**src/rtl/oai222_x4.sv**
```systemverilog
// oai222_x4 -- OAI222 standard cell (drive X4) with a clocked observation wrapper.
//
// ZN = ~((A1|A2) & (B1|B2) & (C1|C2)) is purely combinational. It does not
// depend on clk or rst, so it stays valid when those pins are left unconnected.
//
// Ports:
//   A1..C2    in   1   three input pairs (groups A, B, C)
//   ZN        out  1   combinational OAI222 result
//   clk       in   1   rising-edge clock, used by the observation registers only
//   rst       in   1   asynchronous active-high reset of the observation registers
//   zn_q      out  1   ZN sampled at the previous rising clk edge (resets to 1)
//   grp_or    out  3   combinational group ORs {A, B, C} (bit2 = A)
//   seen_low  out  1   sticky: ZN was sampled 0 since reset
//   seen_high out  1   sticky: ZN was sampled 1 since reset
//   tog_cnt   out 16   saturating count of sampled ZN transitions
module oai222_x4 (
  input  logic        A1,
  input  logic        A2,
  input  logic        B1,
  input  logic        B2,
  input  logic        C1,
  input  logic        C2,
  output logic        ZN,
  input  logic        clk,
  input  logic        rst,
  output logic        zn_q,
  output logic [2:0]  grp_or,
  output logic        seen_low,
  output logic        seen_high,
  output logic [15:0] tog_cnt
);

  logic primed;

  always_comb begin
    grp_or = {A1 | A2, B1 | B2, C1 | C2};
    ZN     = ~((A1 | A2) & (B1 | B2) & (C1 | C2));
  end

  // The first edge after reset only primes zn_q. Comparing against the reset
  // value of zn_q on that edge would not be a real transition.
  always_ff @(posedge clk or posedge rst) begin
    if (rst) begin
      zn_q      <= 1'b1;
      seen_low  <= 1'b0;
      seen_high <= 1'b0;
      tog_cnt   <= '0;
      primed    <= 1'b0;
    end else begin
      zn_q      <= ZN;
      primed    <= 1'b1;
      if (!ZN) seen_low  <= 1'b1;
      if (ZN)  seen_high <= 1'b1;
      if (primed && (ZN != zn_q) && (tog_cnt != '1))
        tog_cnt <= tog_cnt + 16'd1;
    end
  end

endmodule

```
**config.mk**
```make
export PLATFORM = sky130hd
export DESIGN_NAME = oai222_x4
export DESIGN_NICKNAME = d
export VERILOG_FILES = /design/src/rtl/oai222_x4.sv
export SDC_FILE = /design/constraint.sdc
export NUM_CORES = 1
export LEC_CHECK = 0
export CORE_ASPECT_RATIO = 0.9
export CORE_UTILIZATION = 41
export CTS_CLUSTER_SIZE = 30
export DETAILED_ROUTE_END_ITERATION = 7
export PLACE_DENSITY = 0.72
export SLEW_MARGIN = 10
export SYNTH_ARGS = -nofsm -noshare
export SYNTH_HDL_FRONTEND = slang
export SYNTH_SLANG_ARGS = --single-unit
```
**constraint.sdc**
```tcl
create_clock -name clk -period 1.7 [get_ports clk]
set_input_delay 0.17 -clock clk [delete_from_list [all_inputs] [get_ports clk]]
set_output_delay 0.17 -clock clk [all_outputs]
set_load 0.01 [all_outputs]
```
---- Word-level counts from Yosys, hierarchy flattened ----
Index checks and enable logic that the tools add are counted.
storage, ports and cells
  flip-flop bits (word level) ............. 20
  input port bits ......................... 8
  output and inout bits ................... 23
  logic and storage cells ................. 16
operators by class
  add/subtract/negate cells ............... 1
  equal/unequal tests ..................... 2
  bitwise logic cells ..................... 6
  reductions and logical operators ........ 2
operators with widths
  kind                   number
  $add 16x1->16 const B  1
  $ne 16x16->1 const B   1
  $or 1x1->1             3
  $and 1x1->1            2
  $logic_and 1x1->1      2
  $ne 1x1->1             1
  $not 1->1              1

---- Longest topological paths before layout ----
Gate-level depths: netlist (run 1).
  word-level depth ........................ 7
  gate-level depth with buffers ........... 7
  depth with buffers taken out ............ 6

---- Worst setup path before layout (run 1) ----
No wires, ideal clock.
  path kind ............................... register -> register
  start point ............................. reg tog_cnt[0]
  end point ............................... reg tog_cnt[1]
  setup time .............................. 0.125 ns
  arrival ................................. 1.765 ns
  data required time ...................... 1.575 ns
  path slack .............................. -0.189 ns
  stages on the path, launching flop included .. 6
  buffers on the path ..................... 0
  period minus slack after synthesis ...... 1.889 ns
  cells stage by stage .................... dfrtp_1 ha_1 nand3_1 or4_1 nand2b_1 mux2_2
between the ends
  longest elaborated chain between the ends .. 2
  elaborated cells on any way between the ends .. 3
  those cells by class .................... add/sub: 1; eq/ne: 1; reduce/logical: 1
RTL lines
  item                                                   line  text
  start: declaration                                     30    output logic [15:0] tog_cnt
  start signal: assignment                               55    tog_cnt <= tog_cnt + 16'd1;
  branches (longest 2 deep; another with $add 16x1->16)  -
Several ways; the timed one is not identified.
A chain may end at the register's enable or synchronous reset.

---- Final worst setup path (run 1) ----
  start point ............................. reg tog_cnt[6]
  end point ............................... reg tog_cnt[1]
between the ends
  longest elaborated chain between the ends .. 2
RTL lines
  item               line  text
  $ne 16x16->1       54    if (primed && (ZN != zn_q) && (tog_cnt != '1))
  $logic_and 1x1->1  54
Every way passes these cells.

==> results of run 1 <==
worst max-delay path, cell delays in order, from the launching register on:
cell	delay [ns]
sky130_fd_sc_hd__dfrtp_1	0.37
sky130_fd_sc_hd__nand4_1	0.19
sky130_fd_sc_hd__or4_4	0.62
sky130_fd_sc_hd__nand2b_4	0.10
sky130_fd_sc_hd__mux2_4	0.29
through the flow:
stage / cell area, µm² / hold slack [ns] / setup TNS [ns] / std cells
after CTS: 1590 / 0.124 / 0 / 176
after detailed placement: 1520 / 0.464 / -3.46 / 170
after floorplan: 1020 / 0.133 / -1.09 / 90
after global placement: 1520 / 0.447 / -2.94 / 170
final: 1680 / 0.111 / 0 / 182
after global routing: 1680 / 0.149 / -0.611 / 182
power groups by stage:
stage | sequential, mW | clock [mW] | combinational, mW
3_5_place_dp | 0.744 | 0 | 1.20
5_1_grt | 0.773 | 0.265 | 1.47
6_report | 0.752 | 0.235 | 1.36
4_1_cts | 0.734 | 0.241 | 1.23
2_1_floorplan | 0.907 | 0 | 0.323
3_3_place_gp | 0.735 | 0 | 1.16
placed cells by master, fill, tap and decap left out, types with 2 or more instances in the layout:
cell                              instances
sky130_fd_sc_hd__nand4_1                  6
sky130_fd_sc_hd__mux2_4                   3
sky130_fd_sc_hd__nor2_1                   2
sky130_fd_sc_hd__xnor2_1                  2
sky130_fd_sc_hd__nor4_2                   3
sky130_fd_sc_hd__nand2_1                  5
sky130_fd_sc_hd__nor2_2                   3
sky130_fd_sc_hd__buf_4                   32
sky130_fd_sc_hd__nor3_1                   2
sky130_fd_sc_hd__or3_1                    2
sky130_fd_sc_hd__nand2b_1                 2
sky130_fd_sc_hd__inv_1                    5
sky130_fd_sc_hd__nand3_1                  4
sky130_fd_sc_hd__clkdlybuf4s50_1         29
sky130_fd_sc_hd__clkbuf_4                 3
sky130_fd_sc_hd__dfrtp_1                 18
sky130_fd_sc_hd__or2_2                    3
sky130_fd_sc_hd__nor3_4                   2
sky130_fd_sc_hd__xor2_1                  12
repair_timing:
action | CTS | global route
buffers inserted | 2 | 6
gates resized for setup | 5 | 10
pin swaps | 3 | 5
setup endpoints to repair | 11 | 13
registers in the layout, indices dropped and copies added (netlist names):
name	count
primed	1
seen_high	1
seen_low	1
tog_cnt	16
zn_q	1
worst paths after layout:
| check | endpoint | slack, ns | start |
|---|---|---|---|
| max | tog_cnt[1]$_DFFE_PP0P_ | 0.005 | tog_cnt[6]$_DFFE_PP0P_ |
| max in group asynchronous | tog_cnt[0]$_DFFE_PP0P_ | 1.07 | rst |
| min in group clk | seen_low$_DFFE_PP0P_ | 0.49 | seen_low$_DFFE_PP0P_ |
| min reg2reg | seen_low$_DFFE_PP0P_ | 0.49 | seen_low$_DFFE_PP0P_ |
| min | tog_cnt[11]$_DFFE_PP0P_ | 0.11 | rst |
| max reg2reg | tog_cnt[1]$_DFFE_PP0P_ | 0.005 | tog_cnt[6]$_DFFE_PP0P_ |
cell families (layout without fill, tap and decap cells):
group,Yosys count,count (layout)
compound gates,1,1
flops,20,20
xor+xnor,14,14
simple gates,43,43
fa+ha+maj,1,1
buf+inv,7,72
mux,3,3
other cells,1,1
cell usage after synthesis:
| library cell | n | area, µm² |
|---|---|---|
| sky130_fd_sc_hd__o22ai_2 | 1 | 12.5 |
| sky130_fd_sc_hd__buf_2 | 1 | 5.00 |
| sky130_fd_sc_hd__or4_1 | 1 | 7.51 |
| sky130_fd_sc_hd__nor4_2 | 2 | 25.0 |
| sky130_fd_sc_hd__nor2_1 | 3 | 11.3 |
| sky130_fd_sc_hd__nand4_1 | 6 | 37.5 |
| sky130_fd_sc_hd__buf_6 | 1 | 11.3 |
| sky130_fd_sc_hd__or2_2 | 3 | 18.8 |
| sky130_fd_sc_hd__nand3_1 | 5 | 25.0 |
| sky130_fd_sc_hd__ha_1 | 1 | 12.5 |
| sky130_fd_sc_hd__or3_1 | 2 | 12.5 |
| sky130_fd_sc_hd__nor2_2 | 2 | 12.5 |
| sky130_fd_sc_hd__nor4b_1 | 2 | 17.5 |
| sky130_fd_sc_hd__or2_0 | 1 | 6.26 |
| sky130_fd_sc_hd__nand2b_1 | 3 | 18.8 |
| sky130_fd_sc_hd__dfrtp_1 | 19 | 475 |
| sky130_fd_sc_hd__mux2_4 | 1 | 15.0 |
| sky130_fd_sc_hd__nand2_1 | 5 | 18.8 |
| sky130_fd_sc_hd__xor2_1 | 12 | 105 |
| sky130_fd_sc_hd__mux2_2 | 2 | 22.5 |
| sky130_fd_sc_hd__dfstp_2 | 1 | 26.3 |
| sky130_fd_sc_hd__nor4_1 | 3 | 18.8 |
| sky130_fd_sc_hd__nor3_4 | 1 | 16.3 |
| sky130_fd_sc_hd__xnor2_1 | 2 | 17.5 |
| sky130_fd_sc_hd__nor3_1 | 4 | 20.0 |
| sky130_fd_sc_hd__conb_1 | 1 | 3.75 |
| sky130_fd_sc_hd__inv_1 | 5 | 18.8 |
area by class of cell:
class / count / area [µm²]
repair buffers: 63 / 554
multi-input cells: 63 / 548
fillers: 154 / 538
flip-flops and latches: 20 / 503
well taps: 27 / 33.8
clock buffers: 4 / 26.3
inverters: 5 / 18.8
layer usage:
| metal | GRT usage | wire, µm | up-vias |
|---|---|---|---|
| li1 | - | - | 442 |
| met1 | 0.251 | 1020 | 442 |
| met2 | 0.360 | 1370 | 35 |
| met3 | 0.0786 | 166 | 5 |
| met4 | 0.105 | 42 | 0 |
| met5 | 0 | 0 | - |
==> impl_metrics.sql, run 1 <==
INSERT INTO impl_metrics (metric_group, metric, value, unit) VALUES
('run_status', 'run_status', 'finished clean', ''),
('place', 'dp_worst_setup_slack', '-0.356', 'ns'),
('clocking', 'clk_pin_slew_worst_paths', '0.11', 'ns'),
('pwr', 'power.density_cell_area', '1390', 'nW/µm²'),
('pwr', 'totalPowerFinal', '2.35', 'mW'),
('synth', 'synth_cells', '90', ''),
('setup_path', 'worst-setup-path-type', 'reg -> reg', ''),
('cells_and_area', 'antenna_cells_inserted', '0', ''),
('min_path', 'hold_class', 'in -> async', ''),
('setup_path', 'ff2ff_path_depth', '4', ''),
('floorplanning', 'die_y', '48.7', 'µm'),
('setup_path', 'crit_required', '1.89', 'ns'),
('cells_and_area', 'finish.net_count', '165', ''),
('place', 'dp_hpwl', '1840', 'µm'),
('grt', 'grt_pass1_wl', '4080', 'µm'),
('synth', 'synth_compound_gate_area_share', '0.0126', ''),
('timing', 'skew', '0.0160', 'ns'),
('route', 'routed_wirelength', '2600', 'µm'),
('timing', 'achievable-frequency', '590', 'MHz'),
('synth', 'ys_seq_elements', '20', ''),
('synth', 'yosys.area_share.adder', '0.0126', ''),
('route', 'first_iter_violations', '16', ''),
('route', 'wire_per_inst', '14.3', 'µm'),
('synth', 'synthDistinctLibCells', '27', ''),
('setup_path', 'cp-end-kind', 'register', ''),
('pwr', 'power.clock.fraction', '0.100', ''),
('synth', 'yosys.area_share.xor_xnor', '0.124', ''),
('clocking', 'cts_tree', 'yes', ''),
('synth', 'post_synth.cell_area_avg', '11.0', 'µm²'),
('clocking', 'cts_buffer_depth', '2', ''),
('place', 'port-buffer-count', '30', ''),
('synth', 'seq_area_frac_synth', '0.506', ''),
('floorplanning', 'chipWidth', '53.9', 'µm'),
('pwr', 'peak_supply_drop', '0.000973', 'V'),
('grt', 'grt_max_degree', '13', ''),
('setup_path', 'worstSetupStartpointType', 'register', ''),
('timing', 'post_route_clock_period_utilization', '0.997', ''),
('cells_and_area', 'area_growth_syn_to_layout', '69.7', '%'),
('synth', 'post_syn_nets', '99', ''),
('flow_run', 'maxCapViolCount', '0', ''),
('timing', 'final.min_clock_period', '1.70', 'ns'),
('synth', 'post_synth_mux_area_share', '0.0378', ''),
('floorplanning', 'start_util', '0.447', ''),
('timing', 'rsz_0062_raised_after_global_routing', 'true', ''),
('pwr', 'combinational_power_share', '0.579', ''),
('pwr', 'power_switching', '0.853', 'mW'),
('floorplanning', 'die_area', '2620', 'µm²'),
('clocking', 'clock_tree.htree_level_count', '1', ''),
('synth', 'synth-simple-area-share', '0.269', ''),
('pwr', 'power.leakage', '0.730', 'nW'),
('route', 'num_vias', '924', ''),
('clocking', 'clkLatencyLatePin', '0.31', 'ns'),
('setup_path', 'critical_path.max_fanout', '3', ''),
('clocking', 'cts-buffers-inserted', '3', ''),
('timing', 'timing_max_transition_violations_final', '0', ''),
('route', 'dr.pass1.iters', '4', ''),
('grt', 'globalRouteOverflowTotal', '0', ''),
('timing', 'setup_viol', '0', ''),
('pwr', 'internal_power', '1.49', 'mW'),
('synth', 'synth_top_family_by_area', 'simple AND/OR/NAND/NOR gates', ''),
('pwr', 'seq_power_share', '0.321', ''),
('timing', 'timing.final.hold_violations', '0', ''),
('cells_and_area', 'drive_gt1_frac', '0.394', ''),
('grt', 'antenna_found_initial', '0', ''),
('floorplanning', 'top_level_ports', '31', ''),
('grt', 'grt.total_usage', '0.222', ''),
('route', 'antenna_violating_nets_post_route', '0', ''),
('grt', 'first_global_vias', '908', ''),
('place', 'routabilityCongestion', '0.766', ''),
('route', 'drt-vias-per-instance', '5.08', ''),
('setup_path', 'timing.critical_path.arrival', '1.89', 'ns'),
('clocking', 'clock_sinks', '20', ''),
('timing', 'setup_slack', '0.00492', 'ns'),
('synth', 'yosysWarningCount', '0', ''),
('clocking', 'holdBufCountCts', '0', ''),
('pwr', 'switching_share', '0.364', ''),
('route', 'drc', '0', ''),
('floorplanning', 'placementRows', '16', ''),
('synth', 'synth_area', '992', 'µm²'),
('cells_and_area', 'postLayoutCoreUtil', '0.758', ''),
('floorplanning', 'design.core.area', '2220', 'µm²'),
('clocking', 'cell_chosen_for_the_clock_root', 'sky130_fd_sc_hd__clkbuf_4', '');
Note: power is estimated with default switching activity, not from simulation.
==> run 2: changes to the inputs <==
--- a/config.mk
+++ b/config.mk
@@ -5,11 +5,11 @@
 export SDC_FILE = /design/constraint.sdc
 export NUM_CORES = 1
 export LEC_CHECK = 0
-export CORE_ASPECT_RATIO = 0.9
 export CORE_UTILIZATION = 41
 export CTS_CLUSTER_SIZE = 30
 export DETAILED_ROUTE_END_ITERATION = 7
 export PLACE_DENSITY = 0.72
+export SKIP_LAST_GASP = 1
 export SLEW_MARGIN = 10
 export SYNTH_ARGS = -nofsm -noshare
 export SYNTH_HDL_FRONTEND = slang
==> impl_metrics.sql, run 2 (synthesized netlist as in run 1, its figures left out) <==
INSERT INTO impl_metrics (metric_group, metric, value, unit) VALUES
('pwr', 'power_switching', '0.834', 'mW'),
('clocking', 'cts_buffer_depth', '2', ''),
('run_status', 'run_status', 'finished clean', ''),
('pwr', 'peak_supply_drop', '0.000948', 'V'),
('timing', 'post_route_clock_period_utilization', '0.994', ''),
('floorplanning', 'die_area', '2620', 'µm²'),
('clocking', 'clkLatencyLatePin', '0.30', 'ns'),
('timing', 'skew', '0.00730', 'ns'),
('pwr', 'seq_power_share', '0.328', ''),
('place', 'dp_worst_setup_slack', '-0.388', 'ns'),
('grt', 'grt_max_degree', '12', ''),
('setup_path', 'cp_cell_sequence', 'ha_4 > nand3_4 > or4_4 > nand2b_4 > mux2_2', ''),
('timing', 'achievable-frequency', '592', 'MHz'),
('timing', 'setup_slack', '0.0110', 'ns'),
('cells_and_area', 'postLayoutCoreUtil', '0.749', ''),
('cells_and_area', 'drive_gt1_frac', '0.405', ''),
('clocking', 'clock_tree.htree_level_count', '1', ''),
('setup_path', 'crit_required', '1.90', 'ns'),
('place', 'port-buffer-count', '30', ''),
('pwr', 'internal_power', '1.45', 'mW'),
('cells_and_area', 'n_fill_cell', '155', ''),
('cells_and_area', 'area_growth_syn_to_layout', '70.2', '%'),
('pwr', 'power.leakage', '0.713', 'nW'),
('grt', 'grt_pass1_wl', '3820', 'µm'),
('floorplanning', 'chipWidth', '51.2', 'µm'),
('clocking', 'cts_tree', 'yes', ''),
('place', 'routabilityCongestion', '0.795', ''),
('setup_path', 'critical_path.max_fanout', '3', ''),
('cells_and_area', 'registers.top_by_ff_count', 'tog_cnt', ''),
('cells_and_area', 'multi_input_area', '563', 'µm²'),
('floorplanning', 'placementRows', '17', ''),
('setup_path', 'crit_path_top_delay_cell', 'sky130_fd_sc_hd__or4_4', ''),
('place', 'dp_hpwl', '1720', 'µm'),
('route', 'dr.pass1.iters', '5', ''),
('pwr', 'power.clock.fraction', '0.102', ''),
('clocking', 'clock_sinks', '20', ''),
('floorplanning', 'top_level_ports', '31', ''),
('route', 'drt-vias-per-instance', '5.14', ''),
('setup_path', 'worst-setup-path-type', 'reg -> reg', ''),
('timing', 'timing_max_transition_violations_final', '0', ''),
('clocking', 'clk_pin_slew_worst_paths', '0.11', 'ns'),
('clocking', 'cell_chosen_for_the_clock_root', 'sky130_fd_sc_hd__clkbuf_4', ''),
('setup_path', 'worst_path_dominant_cell_family', 'simple AND/OR/NAND/NOR gates', ''),
('setup_path', 'cp-end-kind', 'register', ''),
('cells_and_area', 'ff_latch_area', '503', 'µm²'),
('route', 'antenna_violating_nets_post_route', '0', ''),
('min_path', 'hold_class', 'in -> async', ''),
('grt', 'antenna_found_initial', '0', ''),
('route', 'first_iter_violations', '14', ''),
('setup_path', 'critical-path-max-stage-delay', '0.53', 'ns'),
('setup_path', 'crit_buf_inv', '0', ''),
('cells_and_area', 'antenna_cells_inserted', '0', ''),
('cells_and_area', 'layout_common_cells', 'sky130_fd_sc_hd__clkdlybuf4s50_1, sky130_fd_sc_hd__buf_4, sky130_fd_sc_hd__dfrtp_1', ''),
('floorplanning', 'start_util', '0.440', ''),
('pwr', 'power.density_cell_area', '1350', 'nW/µm²'),
('route', 'routed_wirelength', '2380', 'µm'),
('cells_and_area', 'largest_register_ff_count', '16', ''),
('setup_path', 'timing.critical_path.arrival', '1.89', 'ns'),
('route', 'num_vias', '931', ''),
('timing', 'setup_viol', '0', ''),
('grt', 'grt.total_usage', '0.200', ''),
('flow_run', 'maxCapViolCount', '0', ''),
('cells_and_area', 'finish.net_count', '163', ''),
('clocking', 'cts-buffers-inserted', '3', ''),
('floorplanning', 'die_y', '51.2', 'µm'),
('route', 'drc', '0', ''),
('floorplanning', 'design.core.area', '2250', 'µm²'),
('timing', 'timing.final.hold_violations', '0', ''),
('pwr', 'switching_share', '0.364', ''),
('grt', 'first_global_vias', '888', ''),
('timing', 'final.min_clock_period', '1.69', 'ns'),
('pwr', 'combinational_power_share', '0.570', ''),
('setup_path', 'worstSetupStartpointType', 'register', ''),
('timing', 'rsz_0062_raised_after_global_routing', 'true', ''),
('route', 'wire_per_inst', '13.2', 'µm'),
('grt', 'globalRouteOverflowTotal', '0', '');
==> run 2: cell types whose count changed in the layout (fill, tap and decap cells not counted), moves of 2 or more <==
cell,change
sky130_fd_sc_hd__nor3_1,-2
sky130_fd_sc_hd__buf_4,-3
sky130_fd_sc_hd__mux2_4,-2
sky130_fd_sc_hd__mux2_2,+2
==> run 2: metal layers <==
layer  vias to the layer above  part of all wire  GRT usage
li1                        441                 -          -
met1                       455              0.48      0.282
met2                        28              0.48      0.294
met3                         7             0.029     0.0268
met4                         0             0.018      0.111
met5                         -                 0          0
==> run 2: power by group through the flow <==
stage               Combinational, mW  Sequential (mW)  Clock (mW)
finish                           1.30            0.750       0.234
global route                     1.41            0.772       0.261
CTS                              1.25            0.753       0.236
detailed placement               1.20            0.743           0
global placement                 1.16            0.735           0
floorplan                       0.323            0.907           0
==> run 2: final timing paths <==
kind	startpoint	to	slack (ns)	depth (start not counted)
max reg2reg	tog_cnt[0]$_DFFE_PP0P_	tog_cnt[1]$_DFFE_PP0P_	0.01	5
max in group asynchronous	rst	tog_cnt[8]$_DFFE_PP0P_	1.06	3
max	tog_cnt[0]$_DFFE_PP0P_	tog_cnt[1]$_DFFE_PP0P_	0.01	5
min reg2reg	seen_high$_DFFE_PP0N_	seen_high$_DFFE_PP0N_	0.49	1
min in group clk	seen_high$_DFFE_PP0N_	seen_high$_DFFE_PP0N_	0.49	1
min	rst	seen_low$_DFFE_PP0P_	0.15	2
==> run 2: area by class of cell <==
| class | instances | area share |
|---|---|---|
| well taps | 28 | 0.0207 |
| inverters | 5 | 0.0111 |
| multi-input cells | 63 | 0.333 |
| flip-flops and latches | 20 | 0.298 |
| clock buffers | 4 | 0.0156 |
| repair buffers | 61 | 0.321 |
==> run 2: repair_timing <==
action | CTS | global route
pin swaps | 4 | 9
hold buffers | 0 | 0
gates cloned | 0 | 0
endpoints found under the setup margin | 13 | 13
buffers inserted | 1 | 4
resized for setup | 7 | 11
==> run 2: through the flow <==
stage | hold WS (ns) | instances | cell area [µm²] | power [mW] | setup TNS [ns]
6_report | 0.149 | 181 | 1690 | 2.29 | 0
5_1_grt | 0.195 | 181 | 1690 | 2.45 | -0.469
4_1_cts | 0.169 | 177 | 1600 | 2.24 | 0
3_5_place_dp | 0.457 | 172 | 1530 | 1.94 | -4.09
3_3_place_gp | 0.459 | 172 | 1530 | 1.90 | -3.28
2_1_floorplan | 0.133 | 90 | 1020 | 1.23 | -1.09
==> run 2: worst reg2reg max path, cell delays in order, from the launching register on <==
cell and delay [ns]:
sky130_fd_sc_hd__dfrtp_2 0.40, sky130_fd_sc_hd__ha_4 0.15, sky130_fd_sc_hd__nand3_4 0.08, sky130_fd_sc_hd__or4_4 0.53, sky130_fd_sc_hd__nand2b_4 0.10, sky130_fd_sc_hd__mux2_2 0.32
==> run 3: changes to the inputs <==
--- a/config.mk
+++ b/config.mk
@@ -5,12 +5,14 @@
 export SDC_FILE = /design/constraint.sdc
 export NUM_CORES = 1
 export LEC_CHECK = 0
+export ABC_CLOCK_PERIOD_IN_PS = 1700
 export CORE_UTILIZATION = 41
 export CTS_CLUSTER_SIZE = 30
 export DETAILED_ROUTE_END_ITERATION = 7
+export HOLD_SLACK_MARGIN = 0.03
 export PLACE_DENSITY = 0.72
 export SKIP_LAST_GASP = 1
-export SLEW_MARGIN = 10
+export SLEW_MARGIN = 20
 export SYNTH_ARGS = -nofsm -noshare
 export SYNTH_HDL_FRONTEND = slang
 export SYNTH_SLANG_ARGS = --single-unit
==> results of run 3 <==
No change in the layout: final DEF, timing and power equal those of run 2.
